==> src/rtl/neuron_argmax_classifier.sv <==
// Argmax output stage: captures all neuron scores in one cycle, then scans them one per cycle
// with a single signed comparator. Optional runner-up/margin outputs: NEURON_ARGMAX_RUNNER_UP_EN.
module neuron_argmax_classifier #(
  parameter int NUM_NEURONS = 10,
  parameter int SCORE_WIDTH = 26,
  parameter int INDEX_WIDTH = 4
) (
  input  logic                               clk,
  input  logic                               rst,
  input  logic                               start,
  input  logic [NUM_NEURONS*SCORE_WIDTH-1:0] IN_SCORES,
  output logic                               busy,
  output logic                               done,
  output logic [INDEX_WIDTH-1:0]             CLASS,
`ifdef NEURON_ARGMAX_RUNNER_UP_EN
  output logic [INDEX_WIDTH-1:0]             SECOND_CLASS,
  output logic [SCORE_WIDTH:0]               MARGIN,
`endif
  output logic [SCORE_WIDTH-1:0]             MAX_SCORE
);

  localparam logic [1:0] IDLE   = 2'd0;
  localparam logic [1:0] SCAN   = 2'd1;
  localparam logic [1:0] RESULT = 2'd2;

  localparam logic [INDEX_WIDTH-1:0] LAST_PTR = INDEX_WIDTH'(NUM_NEURONS - 1);

  // state_q is the observable FSM state for external checkers.
  logic [1:0]                         state_q, state_d;
  logic [NUM_NEURONS*SCORE_WIDTH-1:0] shadow_q, shadow_d;
  logic [INDEX_WIDTH-1:0]             ptr_q, ptr_d;
  logic signed [SCORE_WIDTH-1:0]      best_score_q, best_score_d;
  logic [INDEX_WIDTH-1:0]             best_idx_q, best_idx_d;
  logic [INDEX_WIDTH-1:0]             class_q, class_d;
  logic [SCORE_WIDTH-1:0]             max_q, max_d;
  logic signed [SCORE_WIDTH-1:0]      cur_score;
`ifdef NEURON_ARGMAX_RUNNER_UP_EN
  logic signed [SCORE_WIDTH-1:0]      second_score_q, second_score_d;
  logic [INDEX_WIDTH-1:0]             second_idx_q, second_idx_d;
  logic [INDEX_WIDTH-1:0]             second_class_q, second_class_d;
  logic [SCORE_WIDTH:0]               margin_q, margin_d;
`endif

  always_comb begin
    state_d      = state_q;
    shadow_d     = shadow_q;
    ptr_d        = ptr_q;
    best_score_d = best_score_q;
    best_idx_d   = best_idx_q;
    class_d      = class_q;
    max_d        = max_q;
    cur_score    = shadow_q[int'(ptr_q)*SCORE_WIDTH +: SCORE_WIDTH];
`ifdef NEURON_ARGMAX_RUNNER_UP_EN
    second_score_d = second_score_q;
    second_idx_d   = second_idx_q;
    second_class_d = second_class_q;
    margin_d       = margin_q;
`endif
    case (state_q)
      IDLE: begin
        if (start) begin
          shadow_d     = IN_SCORES;
          best_score_d = IN_SCORES[SCORE_WIDTH-1:0];
          best_idx_d   = '0;
          ptr_d        = INDEX_WIDTH'(1);
`ifdef NEURON_ARGMAX_RUNNER_UP_EN
          second_score_d = {1'b1, {(SCORE_WIDTH-1){1'b0}}};
          second_idx_d   = '0;
`endif
          // A single neuron needs no scan; its score is the answer.
          if (NUM_NEURONS == 1) begin
            state_d = RESULT;
            class_d = '0;
            max_d   = IN_SCORES[SCORE_WIDTH-1:0];
          end else begin
            state_d = SCAN;
          end
        end
      end
      SCAN: begin
        // Strict comparison keeps the lower index on ties.
        if (cur_score > best_score_q) begin
          best_score_d = cur_score;
          best_idx_d   = ptr_q;
`ifdef NEURON_ARGMAX_RUNNER_UP_EN
          second_score_d = best_score_q;
          second_idx_d   = best_idx_q;
        end else if (cur_score > second_score_q) begin
          second_score_d = cur_score;
          second_idx_d   = ptr_q;
`endif
        end
        ptr_d = ptr_q + INDEX_WIDTH'(1);
        if (ptr_q == LAST_PTR) begin
          state_d = RESULT;
          class_d = best_idx_d;
          max_d   = best_score_d;
`ifdef NEURON_ARGMAX_RUNNER_UP_EN
          second_class_d = second_idx_d;
          // Best is never below second, so the one-bit-wider difference is non-negative.
          margin_d = {best_score_d[SCORE_WIDTH-1], best_score_d}
                   - {second_score_d[SCORE_WIDTH-1], second_score_d};
`endif
        end
      end
      RESULT:  state_d = IDLE;
      default: state_d = IDLE;
    endcase
  end

  always_ff @(posedge clk or posedge rst) begin
    if (rst) begin
      state_q      <= IDLE;
      shadow_q     <= '0;
      ptr_q        <= '0;
      best_score_q <= '0;
      best_idx_q   <= '0;
      class_q      <= '0;
      max_q        <= '0;
`ifdef NEURON_ARGMAX_RUNNER_UP_EN
      second_score_q <= '0;
      second_idx_q   <= '0;
      second_class_q <= '0;
      margin_q       <= '0;
`endif
    end else begin
      state_q      <= state_d;
      shadow_q     <= shadow_d;
      ptr_q        <= ptr_d;
      best_score_q <= best_score_d;
      best_idx_q   <= best_idx_d;
      class_q      <= class_d;
      max_q        <= max_d;
`ifdef NEURON_ARGMAX_RUNNER_UP_EN
      second_score_q <= second_score_d;
      second_idx_q   <= second_idx_d;
      second_class_q <= second_class_d;
      margin_q       <= margin_d;
`endif
    end
  end

  assign busy      = (state_q != IDLE);
  assign done      = (state_q == RESULT);
  assign CLASS     = class_q;
  assign MAX_SCORE = max_q;
`ifdef NEURON_ARGMAX_RUNNER_UP_EN
  assign SECOND_CLASS = second_class_q;
  assign MARGIN       = margin_q;
`endif

endmodule
==> config.mk <==
export PLATFORM = sky130hd
export DESIGN_NAME = neuron_argmax_classifier
export DESIGN_NICKNAME = d
export VERILOG_FILES = /design/src/rtl/neuron_argmax_classifier.sv
export SDC_FILE = /design/constraint.sdc
export NUM_CORES = 1
export LEC_CHECK = 0
export ABC_AREA = 1
export ABC_CLOCK_PERIOD_IN_PS = 12900
export CAP_MARGIN = 20
export CORE_ASPECT_RATIO = 1.5
export CORE_MARGIN = 2
export CORE_UTILIZATION = 24
export DETAILED_ROUTE_END_ITERATION = 16
export DONT_BUFFER_PORTS = 1
export GPL_ROUTABILITY_DRIVEN = 0
export PLACE_DENSITY = 0.35
export SKIP_CTS_REPAIR_TIMING = 1
export SYNTH_ARGS = -nofsm -noshare
export SYNTH_HDL_FRONTEND = slang
export SYNTH_SLANG_ARGS = --single-unit
==> constraint.sdc <==
create_clock -name clk -period 12.9 [get_ports clk]
set_clock_uncertainty 0.1 [all_clocks]
set_input_delay 0 -clock clk [delete_from_list [all_inputs] [get_ports clk]]
set_output_delay 0 -clock clk [all_outputs]
set_load 0.1 [all_outputs]
==> impl_metrics.csv, run 1 <==
group,metric,value,unit
final_layout,fin_nets,2637,
power_and_ir_drop,power_density,301,nW/um2
yosys,synth_area,16200,um2
yosys,yosys_warnings,0,
sta,setup_ws,7.85,ns
clock_network,clkSinkCount,326,
sta,finalHoldViolCount,8,
yosys,synth_top_area_cell,"dfrtp_1",
routing,drc_errors,0,
clock_network,htreeDepth,2,
clock_network,cts_tree,"yes",
worst_setup_path,critPathArrivalTime,5.45,ns
placement,port_buffers,0,
sta,fin_crit_sh,39.2,%
global_routing,antenna_found_initial,1,
routing,drtAntennaViolNets,0,
outcome,violations,"hold timing",
clock_network,clk-insertion-delay-late,0.56,ns
routing,routedWlPerCell,21.1,um
routing,wl,68900,um
placement,pre_cts_ws,7.87,ns
clock_network,clk_pin_slew_worst_paths,0.06,ns
global_routing,overflow,0,
routing,first_pass_iters,7,
worst_setup_path,cp_data_required_time,13.29,ns
worst_setup_path,criticalPathCategory,"reg -> reg",
final_layout,nFillCells,7189,
clock_network,cts_buffers,39,
sta,maxSlewHeadroom,25.3,%
yosys,synth_nets,2410,
yosys,synth_seq_cells,326,
routing,drt_iter0_drc,1064,
sta,hold-worst-slack,-0.0411,ns
worst_setup_path,worstSetupEndpointType,"register",
outcome,status,"complete, but fails checks",
routing,route.vias.total,14600,
final_layout,layout.cells.most_common,"nand2_1",
worst_setup_path,crit_path_start_kind,"register",
sta,rsz0062_at_grt,"false",
die,initial_core_util,24.2,%
final_layout,layout_common_cells,"939 x nand2_1, 324 x dfrtp_1, 293 x dlygate4sd3_1",
power_and_ir_drop,pwr-share-comb,48.8,%
final_layout,fin_cells,3260,
global_routing,grt_max_degree,170,
power_and_ir_drop,seqPwrFrac,33.6,%
final_layout,drive_above_1_share,4.68,%
yosys,ys_types,32,
sta,drv_slew,0,
clock_network,root_buffer,"clkbuf_16",
worst_setup_path,crit_chain,"buf_12, buf_4, a21oi_1, o21ai_0, o211ai_1, nand3_1, nand2_1, ha_1, nand4_1, nor2_1, a21oi_1, nand3_1, nand3_2, nand2_1, nand3_1, nand2_1",
power_and_ir_drop,p_leak,10.3,nW
die,die_h,322,um
placement,hpwl,48300,um
die,pin_count,295,
die,placementRows,116,
routing,post_drt_via_cell_ratio,4.48,
yosys,avgSynthCellArea,7.63,um2
die,fp.dieW,216,um
sta,fmax,0.198,GHz
final_layout,seq_area,8170,um2
clock_network,cts_buffer_depth,3,
die,die_area,69500,um2
min_path,hold_class,"in -> async",
sta,setup_tns,0,ns
worst_setup_path,cp_slowest_stage_delay,0.68,ns
power_and_ir_drop,intPower,3.11,mW
power_and_ir_drop,irDropWorstVdd,0.198,mV
power_and_ir_drop,switchingPower,3.24,mW
die,core,66800,um2
power_and_ir_drop,swShare,51.0,%
final_layout,area_delta_synth_final,30.2,%
yosys,netlist_instances,2119,
final_layout,multi_input_area,6660,um2
global_routing,track_usage,19.2,%
run,cap_violations,0,
power_and_ir_drop,p_clk_share,17.6,%
sta,report.final.setup_viol,0,
sta,period_minus_slack,5.05,ns
placement,dp.cells,2897,
worst_setup_path,path_max_fanout,169,
worst_setup_path,cpMaxStageDelayCell,"nand3_2",
yosys,yosysSeqAreaShare,50.4,%
sta,tightest_slew,1.12,ns
global_routing,grt_pass1_wl,97300,um
yosys,yosysTopAreaCellShare,50.4,%
global_routing,grt_pass1_vias,13600,
yosys,yosys-top-cells-area,"dfrtp_1 50%, nand2_1 22%, o21ai_0 5.7%",
stage by stage:
stage / utilization [%] / area (um2) / total power, mW
5_1_grt: 31.5 / 21100 / 6.89
6_report: 31.5 / 21100 / 6.35
3_5_place_dp: 25.3 / 16900 / 5.18
3_3_place_gp: 25.3 / 16900 / 5.16
4_1_cts: 27.1 / 18100 / 6.34
2_1_floorplan: - / 16200 / 4.20
area by class of cell:
type | instances | area share (%)
Inverter | 199 | 3.62
Tap cell | 885 | 5.26
Antenna cell | 2 | 0.0238
Clock buffer | 63 | 5.64
Timing Repair Buffer | 314 | 14.8
Clock inverter | 5 | 0.250
Multi-Input combinational cell | 1466 | 31.6
Sequential cell | 326 | 38.8
critical path: cells and delay by family (launching register included):
| kind | cells | cell delay (ns) |
|---|---|---|
| AO/OA/AOI/OAI | 4 | 0.69 |
| adder cells (fa/ha/maj) | 1 | 0.42 |
| buffers and inverters | 2 | 1.07 |
| flip-flops | 1 | 0.41 |
| AND/OR/NAND/NOR | 9 | 2.09 |
state kept, by name (all words and copies together), names as in the netlist:
signal / count
best_idx_q: 4
shadow_q: 260
ptr_q: 4
MAX_SCORE: 26
state_q: 2
CLASS: 4
best_score_q: 26
metal layers:
| layer | up-vias | global-route usage, % | share of wire (%) |
|---|---|---|---|
| met5 | - | 0 | 0 |
| li1 | 7113 | - | - |
| met2 | 423 | 34.5 | 51 |
| met1 | 6988 | 23.3 | 42 |
| met4 | 0 | 5.65 | 2.6 |
| met3 | 69 | 3.46 | 4.4 |
kinds of logic after synthesis:
| logic type | after synthesis | share of synthesized area [%] |
|---|---|---|
| AO/OA/AOI/OAI | 299 | 10.1 |
| XOR/XNOR | 1 | 0.0542 |
| adder cells (fa/ha/maj) | 28 | 2.17 |
| buffers and inverters | 327 | 8.56 |
| flip-flops | 326 | 50.4 |
| AND/OR/NAND/NOR | 1138 | 28.7 |
worst paths after layout:
kind | from | endpoint | slack (ns) | depth (start not counted)
worst max-delay path | ptr_q[0] | MAX_SCORE[18] | 7.85 | 16
worst max register to register | ptr_q[0] | MAX_SCORE[18] | 7.85 | 16
worst min-delay path | rst | shadow_q[92] | -0.04 | 2
min in group clk | IN_SCORES[236] | shadow_q[236] | 0 | 3
max in group asynchronous | rst | shadow_q[138] | 10.70 | 4
worst min register to register | shadow_q[107] | shadow_q[107] | 0.37 | 2
synthesized netlist by cell type:
cell type  instances
inv_2              2
nor2_1            25
clkbuf_1          63
ha_1              28
o22ai_1            2
nand3_4            2
clkbuf_4           1
nor3_4             1
buf_12             2
nand3_2           20
a21o_1             1
a21oi_1           59
buf_2             48
a31oi_1            1
a22oi_1            1
nand3_1          141
buf_6              3
buf_4              7
buf_8              1
xor2_1             1
buf_1              3
o21ai_0          183
nand2_1          940
nand2_4            1
nand4_1            3
dfrtp_1          326
nor2_2             2
nor3_1             2
o211ai_1          52
clkinv_1           1
nand2_2            1
inv_1            196
power groups by stage:
| stage | Clock, mW | Combinational, mW | Sequential, mW |
|---|---|---|---|
| floorplan | 0 | 2.18 | 2.02 |
| global route | 1.19 | 3.50 | 2.19 |
| global placement | 0 | 3.00 | 2.16 |
| finish | 1.12 | 3.10 | 2.13 |
| detailed placement | 0 | 3.03 | 2.16 |
| CTS | 1.16 | 3.04 | 2.14 |
Note: power is estimated with default switching activity, not from simulation.
==> run 2: changes to the inputs <==
- ABC_AREA: 1 -> 0
- ABC_CLOCK_PERIOD_IN_PS: 12900 -> 4790
- clock period: 12.9 -> 4.79 ns (I/O delays scaled with it)
==> run 2 against run 1 <==
Compared with the run above: the run still ends with hold timing left; sequential power grew to 2.7 times the previous value; clock-buffer cell count is 8 lower; sequential share of layout area is 0.98 points higher; clock power grew to 2.8 times the previous value; wire length is 16% lower; area after synthesis is 6.1% lower; register-to-register slack worse by 7.5 ns; global-route usage is 2.0 points lower; non-clock buffer count is 18 higher; largest cell class unchanged.
==> impl_metrics.csv, run 2 <==
group,metric,value,unit
outcome,status,"complete, but fails checks",
outcome,violations,"hold timing",
sta,drv_slew,0,
routing,drc_errors,0,
sta,tightest_slew,1.15,ns
final_layout,nFillCells,6433,
sta,rsz0062_at_grt,"false",
routing,post_drt_via_cell_ratio,4.57,
placement,port_buffers,0,
die,fp.dieW,209,um
power_and_ir_drop,irDropWorstVdd,0.398,mV
sta,period_minus_slack,4.48,ns
clock_network,cts_buffer_depth,3,
global_routing,antenna_found_initial,7,
worst_setup_path,path_max_fanout,40,
run,cap_violations,0,
clock_network,cts_buffers,38,
yosys,synth_top_area_cell,"dfrtp_1",
final_layout,finish.instance_area,20500,um2
clock_network,clk_pin_slew_worst_paths,0.06,ns
die,initial_core_util,24.3,%
die,die_area,65300,um2
die,placementRows,112,
final_layout,area_delta_synth_final,35.3,%
worst_setup_path,critPathArrivalTime,4.87,ns
yosys,synth.most_common_cell,"nand2_1",
yosys,synth_common_cells,"739 x nand2_1, 326 x dfrtp_1, 89 x a21oi_1",
final_layout,regMostFlops,"shadow_q",
power_and_ir_drop,p_leak,9.98,nW
die,die_h,312,um
yosys,yosys_warnings,0,
clock_network,clkSinkCount,326,
placement,placed_cell_area,16100,um2
global_routing,grt_pass1_vias,12000,
worst_setup_path,crit_path_start_kind,"register",
yosys,synth_seq_cells,326,
yosys,yosys-top-cells-area,"dfrtp_1 54%, nand2_1 18%, mux4_2 7.7%",
clock_network,clk-insertion-delay-late,0.55,ns
min_path,hold_class,"in -> async",
placement,hpwl,40900,um
power_and_ir_drop,power_density,796,nW/um2
yosys,yosysTopAreaCellShare,53.7,%
sta,maxSlewHeadroom,22.8,%
worst_setup_path,worstSetupEndpointType,"register",
routing,wl,57900,um
final_layout,utilization,32.9,%
sta,report.final.setup_viol,0,
die,pin_count,295,
final_layout,drive_above_1_share,8.44,%
final_layout,layout_common_cells,"737 x nand2_1, 324 x dfrtp_1, 302 x dlygate4sd3_1",
final_layout,largest_reg_flops,260,
yosys,synth_area,15200,um2
worst_setup_path,r2r_slack,0.31,ns
global_routing,overflow,0,
global_routing,grt_max_degree,168,
worst_setup_path,crit_chain,"buf_16, mux4_2, a21oi_1, a21oi_1, ha_1, a21oi_1, o21ai_0, a2111oi_2, buf_4, o2111ai_2, mux2i_4, nor2_4, a221o_1",
clock_network,root_buffer,"clkbuf_16",
yosys,yosysSeqAreaShare,53.7,%
clock_network,cts_tree,"yes",
worst_setup_path,critPathTopFamily,"compound AO/OA/AOI/OAI gates",
worst_setup_path,criticalPathCategory,"reg -> reg",
yosys,avgSynthCellArea,9.43,um2
final_layout,layout.cells.most_common,"nand2_1",
worst_setup_path,cp_slowest_stage_delay,0.69,ns
sta,fin_crit_sh,93.6,%
routing,first_pass_iters,5,
yosys,netlist_instances,1610,
worst_setup_path,path_common_cell,"a21oi_1",
yosys,ys_types,31,
yosys,synth_nets,1901,
clock_network,htreeDepth,2,
yosys,async_reset_ff_share,100,%
sta,finalHoldViolCount,17,
routing,route.vias.total,12400,
sta,fmax,0.223,GHz
die,core,62400,um2
routing,drt_iter0_drc,699,
yosys,synth_edf_count,0,
sta,setup_tns,0,ns
sta,hold-worst-slack,-0.0164,ns
final_layout,fin_nets,2171,
worst_setup_path,cpMaxStageDelayCell,"nor2_4",
routing,drtAntennaViolNets,0,
routing,routedWlPerCell,21.4,um
worst_setup_path,cp_data_required_time,5.17,ns
worst_setup_path,path_buf_inv,2,
global_routing,track_usage,17.2,%
yosys,synthFlopType,"dfrtp_1",
global_routing,grt_pass1_wl,82800,um
==> run 2: cell count changes in the layout (fill, tap and decap cells not counted), sizes merged, moves of 30 or more <==
cell,previous run,this run
a21oi,59,89
inv,197,36
mux2i,0,55
mux4,0,52
nand2,942,739
nand3,163,5
o211ai,52,0
o21ai,183,34
==> run 2: logic make-up (layout without fill, tap and decap cells) <==
kind of cell	after synthesis	in the layout	share of synthesized area [%]
adders and majority gates	28	28	2.31
AOI/OAI and AO/OA	189	189	7.89
buffers and inverters	138	435	3.60
and+or+nand+nor	822	822	21.0
DFF	326	326	53.7
other	0	3	0
muxes	107	107	11.4
==> run 2: power breakdown <==
group          internal [mW]  leakage, nW  switching (mW)
combinational           3.19         5.25            4.21
clock                   1.87        0.656            1.24
sequential              4.06         4.07            1.77
total                   9.13         9.98            7.22
==> run 2: layout make-up <==
cell class | instances | area [um2] | share of cell area (%)
Sequential cell | 326 | 8170 | 39.8
Multi-Input combinational cell | 1146 | 6520 | 31.7
Timing Repair Buffer | 332 | 3390 | 16.5
Clock buffer | 55 | 1180 | 5.74
Tap cell | 798 | 998 | 4.86
Clock inverter | 12 | 141 | 0.688
Inverter | 36 | 139 | 0.676
Antenna cell | 3 | 7.51 | 0.0365
==> run 2: worst paths after layout <==
check / from / end / depth (start not counted)
setup / recovery: ptr_q[0] / best_score_q[19] / 13
hold / removal: rst / shadow_q[213] / 2
setup reg to reg: ptr_q[0] / best_score_q[19] / 13
hold reg to reg: shadow_q[205] / shadow_q[205] / 2
max in group asynchronous: rst / shadow_q[193] / 3
min in group clk: IN_SCORES[164] / shadow_q[164] / 3
==> run 2: metal layers <==
layer | up-vias | share of wire [%] | GRT usage, %
li1 | 5862 | - | -
met1 | 6126 | 44 | 21.4
met2 | 297 | 49 | 28.8
met3 | 81 | 4.3 | 4.28
met4 | 6 | 3.1 | 6.44
met5 | - | 0.038 | 0
==> run 2: metrics by stage <==
stage / power (mW) / cells / hold slack, ns / worst slack, ns
2_1_floorplan: 10.6 / 1610 / 0.00544 / 0.339
3_3_place_gp: 13.1 / 2335 / -0.0485 / 0.254
3_5_place_dp: 13.1 / 2335 / -0.0398 / 0.217
4_1_cts: 16.3 / 2402 / -0.642 / 0.205
5_1_grt: 17.6 / 2708 / -0.00548 / 0.0445
6_report: 16.3 / 2708 / -0.0164 / 0.306
